**src/rtl/bus_pkg.sv**
```systemverilog
// rtl/bus_pkg.sv - shared bus constants, FSM state codes and mode encodings for the master port
package bus_pkg;

    localparam int DEF_ADDR_WIDTH = 16;
    localparam int DEF_DATA_WIDTH = 8;

    typedef enum logic {
        MODE_READ  = 1'b0,
        MODE_WRITE = 1'b1
    } mode_e;

    localparam logic [2:0] ST_IDLE     = 3'd0;
    localparam logic [2:0] ST_REQ      = 3'd1;
    localparam logic [2:0] ST_ADDR     = 3'd2;
    localparam logic [2:0] ST_WAIT_ACK = 3'd3;
    localparam logic [2:0] ST_WDATA    = 3'd4;
    localparam logic [2:0] ST_RWAIT    = 3'd5;
    localparam logic [2:0] ST_RDATA    = 3'd6;
    localparam logic [2:0] ST_SPLIT    = 3'd7;

    function automatic int max_int(input int a, input int b);
        return (a > b) ? a : b;
    endfunction

endpackage

```
**src/rtl/shift_reg.sv**
```systemverilog
// rtl/shift_reg.sv - parameterised shift register, parallel load, LSB-first shift right
module shift_reg #(
    parameter int WIDTH = 8
) (
    input  logic             clk,
    input  logic             rstn,
    input  logic             load,
    input  logic [WIDTH-1:0] load_val,
    input  logic             shift,
    input  logic             sin,
    output logic [WIDTH-1:0] q,
    output logic             sout
);

    // serial input enters at the MSB so an LSB-first stream ends up in natural order
    always_ff @(posedge clk) begin
        if (!rstn) begin
            q <= '0;
        end else if (load) begin
            q <= load_val;
        end else if (shift) begin
            q <= {sin, q[WIDTH-1:1]};
        end
    end

    assign sout = q[0];

endmodule

```
**src/rtl/master_port.sv**
```systemverilog
// rtl/master_port.sv - parallel-to-serial bus master front end; MASTER_PORT_TIMEOUT_EN enables the ack timeout
module master_port
    import bus_pkg::*;
#(
    parameter int ADDR_WIDTH  = DEF_ADDR_WIDTH,
    parameter int DATA_WIDTH  = DEF_DATA_WIDTH,
    parameter int ACK_TIMEOUT = 15
) (
    input  logic                  clk,
    input  logic                  rstn,
    input  logic                  dvalid,
    output logic                  dready,
    input  logic                  dmode,
    input  logic [ADDR_WIDTH-1:0] daddr,
    input  logic [DATA_WIDTH-1:0] dwdata,
    output logic [DATA_WIDTH-1:0] drdata,
    output logic                  ddone,
    output logic                  derr,
    output logic                  breq,
    input  logic                  bgrant,
    output logic                  wdata,
    output logic                  mode,
    output logic                  mvalid,
    input  logic                  rdata,
    input  logic                  svalid,
    input  logic                  ack,
    input  logic                  split
);

    localparam int TX_W  = max_int(ADDR_WIDTH, DATA_WIDTH);
    localparam int CNT_W = $clog2(TX_W);
    localparam logic [CNT_W-1:0] ADDR_LAST = CNT_W'(ADDR_WIDTH - 1);
    localparam logic [CNT_W-1:0] DATA_LAST = CNT_W'(DATA_WIDTH - 1);
    // bit 0 is captured in RWAIT, so RDATA counts the remaining DATA_WIDTH-1 bits
    localparam logic [CNT_W-1:0] RX_LAST   = CNT_W'(DATA_WIDTH - 2);

    logic [2:0]            state;
    logic [2:0]            state_next;
    logic [CNT_W-1:0]      cnt;
    logic                  cnt_inc;
    logic                  mode_q;
    logic [DATA_WIDTH-1:0] wdata_q;
    logic                  tx_load;
    logic [TX_W-1:0]       tx_load_val;
    logic                  tx_shift;
    logic                  tx_sout;
    logic [TX_W-1:0]       tx_unused_q;
    logic                  rx_shift;
    logic [DATA_WIDTH-2:0] rx_q;
    logic                  rx_unused_sout;
    logic                  done_set;
    logic                  rd_done;
    logic                  err_set;
    logic                  err_q;
    logic                  timeout_hit;

    shift_reg #(.WIDTH(TX_W)) u_tx (
        .clk      (clk),
        .rstn     (rstn),
        .load     (tx_load),
        .load_val (tx_load_val),
        .shift    (tx_shift),
        .sin      (1'b0),
        .q        (tx_unused_q),
        .sout     (tx_sout)
    );

    shift_reg #(.WIDTH(DATA_WIDTH - 1)) u_rx (
        .clk      (clk),
        .rstn     (rstn),
        .load     (1'b0),
        .load_val ('0),
        .shift    (rx_shift),
        .sin      (rdata),
        .q        (rx_q),
        .sout     (rx_unused_sout)
    );

`ifdef MASTER_PORT_TIMEOUT_EN
    localparam int TO_W = $clog2(ACK_TIMEOUT + 1);
    logic [TO_W-1:0] to_cnt;

    always_ff @(posedge clk) begin
        if (!rstn || state != ST_WAIT_ACK) begin
            to_cnt <= '0;
        end else begin
            to_cnt <= to_cnt + 1'b1;
        end
    end

    assign timeout_hit = (to_cnt == TO_W'(ACK_TIMEOUT - 1));
`else
    logic unused_timeout;
    assign unused_timeout = (ACK_TIMEOUT > 0);
    assign timeout_hit    = 1'b0;
`endif

    always_comb begin
        state_next  = state;
        cnt_inc     = 1'b0;
        tx_load     = 1'b0;
        tx_load_val = TX_W'(daddr);
        tx_shift    = 1'b0;
        rx_shift    = 1'b0;
        done_set    = 1'b0;
        rd_done     = 1'b0;
        err_set     = 1'b0;
        case (state)
            ST_IDLE: begin
                if (dvalid) begin
                    tx_load    = 1'b1;
                    state_next = ST_REQ;
                end
            end
            ST_REQ: begin
                if (bgrant) state_next = ST_ADDR;
            end
            ST_ADDR: begin
                if (bgrant) begin
                    tx_shift = 1'b1;
                    cnt_inc  = 1'b1;
                    if (cnt == ADDR_LAST) state_next = ST_WAIT_ACK;
                end
            end
            ST_WAIT_ACK: begin
                if (ack) begin
                    if (mode_q == MODE_WRITE) begin
                        tx_load     = 1'b1;
                        tx_load_val = TX_W'(wdata_q);
                        state_next  = ST_WDATA;
                    end else begin
                        state_next = ST_RWAIT;
                    end
                end else if (timeout_hit) begin
                    err_set    = 1'b1;
                    state_next = ST_IDLE;
                end
            end
            ST_WDATA: begin
                if (bgrant) begin
                    tx_shift = 1'b1;
                    cnt_inc  = 1'b1;
                    if (cnt == DATA_LAST) begin
                        done_set   = 1'b1;
                        state_next = ST_IDLE;
                    end
                end
            end
            ST_RWAIT: begin
                if (split) begin
                    state_next = ST_SPLIT;
                end else if (svalid) begin
                    rx_shift   = 1'b1;
                    state_next = ST_RDATA;
                end
            end
            ST_RDATA: begin
                if (svalid) begin
                    rx_shift = 1'b1;
                    cnt_inc  = 1'b1;
                    if (cnt == RX_LAST) begin
                        done_set   = 1'b1;
                        rd_done    = 1'b1;
                        state_next = ST_IDLE;
                    end
                end
            end
            ST_SPLIT: begin
                if (!split && bgrant) state_next = ST_RWAIT;
            end
            default: state_next = ST_IDLE;
        endcase
    end

    always_ff @(posedge clk) begin
        if (!rstn) begin
            state   <= ST_IDLE;
            cnt     <= '0;
            mode_q  <= 1'b0;
            wdata_q <= '0;
            drdata  <= '0;
            ddone   <= 1'b0;
            err_q   <= 1'b0;
        end else begin
            state <= state_next;
            ddone <= done_set;
            err_q <= err_set;
            if (state_next != state) begin
                cnt <= '0;
            end else if (cnt_inc) begin
                cnt <= cnt + 1'b1;
            end
            if (state == ST_IDLE && dvalid) begin
                mode_q  <= dmode;
                wdata_q <= dwdata;
            end
            if (rd_done) drdata <= {rdata, rx_q};
        end
    end

    assign derr   = err_q;
    assign dready = (state == ST_IDLE);
    assign breq   = (state != ST_IDLE);
    assign mvalid = (state == ST_ADDR || state == ST_WDATA) && bgrant;
    assign wdata  = mvalid && tx_sout;
    assign mode   = (state != ST_IDLE) && mode_q;

endmodule

```
**config.mk**
```make
export PLATFORM = sky130hd
export DESIGN_NAME = master_port
export DESIGN_NICKNAME = d
export VERILOG_FILES = /design/src/rtl/bus_pkg.sv /design/src/rtl/shift_reg.sv /design/src/rtl/master_port.sv
export SDC_FILE = /design/constraint.sdc
export NUM_CORES = 1
export LEC_CHECK = 0
export BUFFER_PORTS_ARGS = -buffer_cell sky130_fd_sc_hd__buf_2
export CORE_MARGIN = 4
export CORE_UTILIZATION = 54
export CTS_CLUSTER_DIAMETER = 30
export CTS_CLUSTER_SIZE = 40
export DETAILED_ROUTE_END_ITERATION = 10
export PLACE_DENSITY = 0.84
export SYNTH_ARGS = -nofsm -noshare
export SYNTH_HDL_FRONTEND = slang
export SYNTH_SLANG_ARGS = --single-unit
export TNS_END_PERCENT = 30
```
**constraint.sdc**
```tcl
create_clock -name clk -period 2.15 [get_ports clk]
set_input_delay 0.3225 -clock clk [delete_from_list [all_inputs] [get_ports clk]]
set_output_delay 0.3225 -clock clk [all_outputs]
set_load 0.01 [all_outputs]
```
==> results of run 1 <==
placed cells by master (no fill, tap or decap), types with 5 or more instances in the layout:
cell type / count
a21oi_1: 16
a22oi_1: 8
buf_2: 46
buf_4: 10
clkbuf_8: 5
dfxtp_1: 47
mux2i_1: 15
nand2_1: 31
nand3_1: 5
nor2_1: 39
o211a_1: 13
o21ai_0: 8
o21ai_1: 13
where the power goes:
group	internal (mW)	total (mW)	switching, mW
registers	0.946	0.990	0.0442
clock network	0.233	0.550	0.317
logic	0.137	0.311	0.173
total	1.32	1.85	0.534
sequential cells by signal (all words and copies together) (netlist names):
name	count
cnt	4
state	3
wdata_q	8
u_rx.q	7
mode_q	1
drdata	8
ddone	1
u_tx.q	16
worst max-delay path, stage by stage, from the launching register on:
cell and delay, ps:
dfxtp_1 580, xor2_1 190, nand3_1 240, inv_2 100, and2_1 120, buf_2 120
kinds of logic (layout without fill, tap and decap cells):
| logic type | count (synthesis) | after routing |
|---|---|---|
| AOI/OAI and AO/OA | 70 | 70 |
| xor gates and xnor gates | 4 | 4 |
| adders and majority gates | 2 | 2 |
| buffers and inverters | 22 | 71 |
| DFF | 48 | 48 |
| muxes | 17 | 17 |
| other | 1 | 1 |
| and+or+nand+nor | 98 | 98 |
metal layers:
layer | routed length, um | share of wire | up-vias | GRT usage
li1 | - | - | 1004 | -
met3 | 318 | 0.062 | 7 | 0.0537
met4 | 63 | 0.012 | 0 | 0.0656
met5 | 0 | 0 | - | 0
met1 | 2280 | 0.45 | 918 | 0.270
met2 | 2440 | 0.48 | 59 | 0.321
cell type report:
type,count,area [um2]
clock inverter,3,22.5
sequential,48,962
tap,50,62.6
inverter,7,26.3
clock buffer,5,68.8
multi-input combinational,192,1200
timing repair buffer,56,305
fill,373,1380
worst max path at each step:
stage              from     end  slack (ps)  cells after the start
2_1_floorplan  state[2]   wdata         530                      6
3_3_place_gp   state[2]  cnt[2]         320                      5
3_5_place_dp   state[2]  cnt[2]         190                      5
4_1_cts        state[2]   wdata          90                      5
5_1_grt        state[1]   wdata          50                      5
6_report       state[1]   wdata         170                      5
metrics by stage:
| step | power [mW] | setup slack, ps | cell area, um2 |
|---|---|---|---|
| final | 1.85 | 173 | 2650 |
| after floorplan | 1.22 | 533 | 2270 |
| after global placement | 1.30 | 320 | 2550 |
| after CTS | 1.86 | 85.5 | 2650 |
| after global routing | 1.94 | 48.9 | 2650 |
| after detailed placement | 1.32 | 185 | 2550 |
==> run metrics, run 1 <==
number of port buffers=46; clk_skew=9.03 ps; worst vdd ir=0.491 mV; final setup TNS=0 ps; worst setup path class=flip-flop to output port; hold slack=245 ps; cell count after placement=353; gpl congestion=0.859; # IOs=48; Pleak=1.36 nW; Compound-Gate Fraction of Synth Area=0.219; Mean Syn Cell Area=8.68 um2; first-pass GRT wire length=8440 um; Post-route DRC=0; largest net degree at the start of global routing=28; final core utilization=0.657; Via-to-Cell Ratio=5.51; Hold EP=wdata_q[3]; WHS Path Cells=3; Synth Area in XOR/XNOR=0.0154; Max Cap Violations=0; clock root cell=clkbuf_8; Hold Fails Final Rpt=0; Post-Syn Nets=297; Syn Inst Count=262; initial drt markers=221; ratio of cells with drive above 1 in the final layout=0.251; total grt overflow=0; CTS Sinks=48; Tightest Hold Check Type=input port to flip-flop; routed via count=roughly 2000; Post-Synth Adder-Cell Area=0.0110; endpoint class of the critical path=output port; vias in the first global route=1884; Final Cycle Share=0.920; R2R Setup Slk=290 ps; minimum clock period=1980 ps; TritonCTS clock tree=done; mux cell area share after synthesis=0.0771; RSZ-0062 raised after global routing=false; n_diodes=0; Core ar.=roughly 4000 um2; worst path required time=approximately 1800 ps; Synth Register Bits=48; H-tree depth=2; Final nets=345; sequential share of the synthesized area=0.423; status=finished, final reports clean; launch point of the worst reg-to-reg path=state[1]; Post-CTS Resized=0; Routed Antenna Nets=0; initial antenna violation count=0; # hold bufs at CTS=0; Synth Area in Simple Gates=0.204; most numerous cell in the Yosys netlist=dfxtp_1; Startpoint Class=flip-flop; Avg WL per Cell=14.1 um; # rows=23; final setup vio count=0; crit path max fanout=13; main area contributors after synthesis=dfxtp_1 (42%), mux2i_1 (6.6%), nor2_1 (6.4%), o211a_1 (5.7%), nand2_1 (5.1%); Die H=72.9 um; cell taking the most area after synthesis=dfxtp_1; Post-Route WL=5100 um; synth-to-layout area growth=16.5%; die area=5310 um2; clk_lat worst skew=310 ps; R2R depth=5; total CTS buffers=5; largest family of logic cells by synthesized area=compound AO/OA/AOI/OAI gates; HP Start=dwdata[3]; Commonest cells post-synth=dfxtp_1 (48), nor2_1 (39), nand2_1 (31), a21oi_1 (16), mux2i_1 (15); share of flip-flops with an asynchronous set or reset=0; yosys synthesis warning count=0; CTS Buffer Depth=2; postcts setup bufs=0; synthesized area=2270 um2; Worst Path Arrival=1650 ps; initial cell density of the core=0.564; Power Dens Cells=699 nW/um2; Distinct cells, synth=46; Worst-path clk slew=90 ps; hpwl dp=3580 um; final non-filler cell total=around 360; GRT Util Overall=0.203; worst flop-to-flop path endpoint=u_tx.q[14]; top cell type's share of synthesized area=0.423; drt pass-1 iters=4; fmax=about 510 MHz; Synth Flop Type=dfxtp_1; Die Wd=72.9 um; EDFF count, synth=0; Final Slew Violations=0
No activity file was read; power rests on OpenSTA's default activity.
==> inputs of run 2 (changes only) <==
ABC_AREA = 1   (was not set)
CORE_UTILIZATION = 55   (was 54)
CTS_BUF_LIST = sky130_fd_sc_hd__clkbuf_4 sky130_fd_sc_hd__clkbuf_8   (was not set)
PLACE_DENSITY = 0.8   (was 0.84)
==> run metrics, run 2 <==
clk_lat worst skew=300 ps; worst vdd ir=0.462 mV; Distinct cells, synth=37; Synth Register Bits=48; Syn Inst Count=around 330; main area contributors after synthesis=dfxtp_1 (41%), nand2_1 (9.7%), o21ai_0 (9.1%), nor2_1 (7.1%), a21oi_1 (6.3%); largest net degree at the start of global routing=23; hold slack=260 ps; Die Wd=73.0 um; ratio of cells with drive above 1 in the final layout=0.217; largest family of logic cells by synthesized area=simple AND/OR/NAND/NOR gates; biggest regs=u_tx.q (16), drdata (8), wdata_q (8); CTS Buffer Depth=2; vias in the first global route=approximately 1900; leading cell types in the layout, fill and taps excluded=nand2_1 (60), dfxtp_1 (48), buf_2 (46); synth-to-layout area growth=13.6%; worst path required time=between 1500 and 2000 ps; Final Slew Violations=0; postcts setup bufs=0; sequential share of the synthesized area=0.414; routed via count=2169; mux cell area share after synthesis=0; Tightest Hold Check Type=input port to flip-flop; Compound-Gate Fraction of Synth Area=0.186; Routed Antenna Nets=0; n_diodes=0; GRT Util Overall=0.195; fin area=2640 um2; Pint=~1.3 mW; final setup vio count=0; Final nets=404; max reg flops=16; Die H=roughly 73 um; Post-Syn Nets=362; RSZ-0062 raised after global routing=false; top cell type's share of synthesized area=0.414; Core ar.=4030 um2; Worst Path Arrival=1560 ps; crit path max fanout=12; endpoint class of the critical path=output port; clock share of power=0.297; Commonest cells post-synth=nand2_1 (60), dfxtp_1 (48), nor2_1 (44), o21ai_0 (42); clk_skew=9.85 ps; fmax=531 MHz; Synth Area in XOR/XNOR=0.0146; Startpoint Class=flip-flop; Worst-path clk slew=90 ps; Avg WL per Cell=12.1 um; Final Cycle Share=0.876; Post-Synth Adder-Cell Area=0.0108; # hold bufs at CTS=0; Slowest-stage cell, CP=dfxtp_1; final setup TNS=0 ps; Post-route DRC=0; yosys synthesis warning count=0; Post-Route WL=5070 um; initial drt markers=roughly 190; total CTS buffers=5; synthesized area=between 2000 and 2500 um2; total grt overflow=0; first-pass GRT wire length=8310 um; CTS Sinks=48; drt pass-1 iters=4; register with the most flip-flops=u_tx.q; Synth Area in Simple Gates=0.273; Worst path top cell family by delay=flip-flops; Via-to-Cell Ratio=5.18; crit path buf inv count=3; share of flip-flops with an asynchronous set or reset=0; initial antenna violation count=0; P_sw=0.518 mW; # rows=23; Max Cap Violations=0; most numerous cell in the Yosys netlist=nand2_1; Synth Flop Type=dfxtp_1; critical-path cell list=inv_1, nand3_1, nand2_2, nand2_4, inv_2, buf_2; EDFF count, synth=0; Pleak=1.27 nW; power share of the sequential group=0.534; most common cell after layout, fill and taps aside=nand2_1; hpwl dp=3730 um; Power Dens Cells=a little under 700 nW/um2; Placed Area=2540 um2; H-tree depth=2; initial cell density of the core=0.576; Hold Fails Final Rpt=0; gpl congestion=0.849; # IOs=48; cell taking the most area after synthesis=dfxtp_1; worst setup path class=flip-flop to output port; minimum clock period=1880 ps; clock root cell=clkbuf_8; max incr delay on CP=550 ps; status=finished, final reports clean; number of port buffers=between 40 and 50; Post-CTS Resized=0; combinational share of power=0.169; die area=5320 um2; TritonCTS clock tree=done; Mean Syn Cell Area=7.10 um2; Sw Share=0.282
==> run 2: kinds of logic after synthesis <==
family	Yosys count
buffers and inverters	51
other	1
AO/OA/AOI/OAI	82
flip-flops	48
adder cells (fa/ha/maj)	2
AND/OR/NAND/NOR	140
XOR/XNOR	3
==> run 2: worst paths after layout <==
kind	start	to	slack, ps	cells past startpoint
setup / recovery	state[2]	mvalid	270	6
hold / removal	daddr[14]	u_tx.q[14]	260	3
setup reg to reg	state[1]	u_tx.q[2]	310	11
hold reg to reg	wdata_q[3]	wdata_q[3]	450	2
==> run 2: final cells by class <==
type | count | area [um2]
clock inverter | 1 | 8.76
tap | 50 | 62.6
fill | 377 | 1390
sequential | 48 | 961
multi-input combinational | 228 | 1130
clock buffer | 6 | 82.6
inverter | 37 | 141
timing repair buffer | 49 | 253
==> run 2: metal layers <==
metal	GRT usage	routed length (um)
met1	0.260	2370
met2	0.311	2280
met3	0.0510	371
met4	0.0615	46
met5	0	0
==> run 2: power by group through the flow <==
| stage | Clock [mW] | Combinational, mW | Sequential [mW] |
|---|---|---|---|
| global placement | 0 | 0.302 | 0.998 |
| detailed placement | 0 | 0.310 | 0.999 |
| global route | 0.586 | 0.354 | 0.985 |
| floorplan | 0 | 0.234 | 0.990 |
| finish | 0.545 | 0.311 | 0.979 |
| CTS | 0.559 | 0.310 | 0.978 |
==> run 2: worst min-delay path, cell delays in order <==
cell,delay (ps)
buf_2,90
nand2_1,50
a21oi_1,50
==> run 2: through the flow <==
stage               instances  utilization  power [mW]  setup WS (ps)
detailed placement        412        0.632        1.31            325
global route              419        0.654        1.93            117
CTS                       419        0.654        1.85            259
finish                    419        0.654        1.83            267
floorplan                 327            -        1.22            697
global placement          412        0.632        1.30            381
==> inputs of run 3 (changes only) <==
clock period = 2.2 ns   (was 2.15 ns; I/O delays follow)
==> run metrics, run 3 (synthesis gave the netlist of run 2 again) <==
# rows=23; synth-to-layout area growth=14.9%; clock share of power=0.346; routed via count=2211; die area=5320 um2; first-pass GRT wire length=9220 um; Sw Share=0.273; Worst path top cell family by delay=flip-flops; final setup vio count=0; Post-route DRC=0; H-tree depth=2; Hold Fails Final Rpt=0; CTS Buffer Depth=2; largest net degree at the start of global routing=29; initial antenna violation count=0; leading cell types in the layout, fill and taps excluded=nand2_1 (60), dfxtp_1 (48), buf_2 (46); biggest regs=u_tx.q (16), drdata (8), wdata_q (8); combinational share of power=0.159; critical-path cell list=inv_1, nand3_1, nand2_2, nand2_4, inv_2, buf_2; P_sw=0.528 mW; initial drt markers=182; drt pass-1 iters=4; CTS Sinks=48; vias in the first global route=approximately 2100; total grt overflow=0; crit path max fanout=12; Die Wd=~73 um; max incr delay on CP=560 ps; R2R depth=10; Via-to-Cell Ratio=5.26; final core utilization=0.662; clock root cell=clkbuf_8; fmax=519 MHz; crit path buf inv count=3; launch point of the worst reg-to-reg path=state[2]; HP Start=dwdata[4]; worst flop-to-flop path endpoint=u_tx.q[2]; multi-input logic area=approximately 1100 um2; Final Cycle Share=0.875; ratio of cells with drive above 1 in the final layout=0.219; Die H=73.0 um; power share of the sequential group=0.495; minimum clock period=1920 ps; final setup TNS=0 ps; endpoint class of the critical path=output port; number of port buffers=46; Slowest-stage cell, CP=dfxtp_1; Startpoint Class=flip-flop; Worst Path Arrival=1590 ps; Avg WL per Cell=12.6 um; most common cell after layout, fill and taps aside=nand2_1; Max Cap Violations=0; worst vdd ir=0.489 mV; postcts setup bufs=0; TritonCTS clock tree=done; gpl congestion=0.863; worst setup path class=flip-flop to output port; clk_lat worst skew=300 ps; Power Dens Cells=726 nW/um2; status=finished, final reports clean; Tightest Hold Check Type=input port to flip-flop; total CTS buffers=5; Final Slew Violations=0; Post-CTS Resized=0; clk_skew=6.19 ps; Routed Antenna Nets=0; worst path required time=1870 ps; Final nets=404; Core ar.=4030 um2; # hold bufs at CTS=0; Pleak=~1.3 nW; # IOs=48; initial cell density of the core=0.576; register with the most flip-flops=u_tx.q; FF/Latch Area=between 900 and 1000 um2; Hold EP=wdata_q[4]; filler cell count=between 300 and 400; GRT Util Overall=0.218; Post-Route WL=5270 um; WHS Path Cells=3; max reg flops=16; RSZ-0062 raised after global routing=false; hpwl dp=roughly 3800 um; R2R Setup Slk=roughly 300 ps; Worst-path clk slew=90 ps; Pint=1.41 mW; n_diodes=0
run 3: cell count changes in the layout (fill, tap and decap cells not counted), sizes merged:
cell / delta
bufinv: +1
run 3: worst max-delay path by stage:
stage / startpoint / to / slack (ps) / cells after the start
floorplan: cnt[0] / drdata[0] / 750 / 11
global placement: cnt[0] / cnt[2] / 440 / 11
detailed placement: state[2] / u_tx.q[2] / 370 / 10
CTS: state[2] / mvalid / 300 / 6
global route: state[2] / u_tx.q[2] / 110 / 10
finish: state[2] / mvalid / 280 / 6
run 3: layer usage:
layer  global-route usage  up-vias  wire length (um)
met4               0.0697        0                81
met3               0.0537        9               362
li1                     -     1134                 -
met1                0.293      997              2370
met2                0.344       71              2460
met5                    0        -                 0
run 3: power groups by stage:
stage	sequential (mW)	clock (mW)	combinational (mW)
2_1_floorplan	0.968	0	0.228
3_3_place_gp	0.976	0	0.297
3_5_place_dp	0.977	0	0.303
4_1_cts	0.957	0.686	0.308
5_1_grt	0.965	0.711	0.354
6_report	0.958	0.670	0.308
run 3: worst register-to-register path, cell delays in order (launching register included):
cell and delay [ps]:
dfxtp_1 560, nor2_1 90, nand2_1 300, nand2_2 130
inv_2 230, nand2_4 160, inv_4 140, nand2_1 60
o211ai_1 80, nand2_1 70, inv_1 50
run 3: through the flow:
step                      total power, mW  instances  hold slack (ps)  setup slack, ps  area (um2)
after detailed placement             1.28        412              452              366        2540
final                                1.94        420              268              275        2670
after CTS                            1.95        420              259              298        2670
after floorplan                      1.20        327              425              747        2320
after global routing                 2.03        420              271              113        2670
after global placement               1.27        412              444              435        2540
run 3: final cells by class:
cell class	instances	share of cell area
inverter	37	0.0530
clock inverter	2	0.0145
sequential	48	0.360
tap	50	0.0235
clock buffer	6	0.0310
timing repair buffer	49	0.0948
multi-input combinational	228	0.423
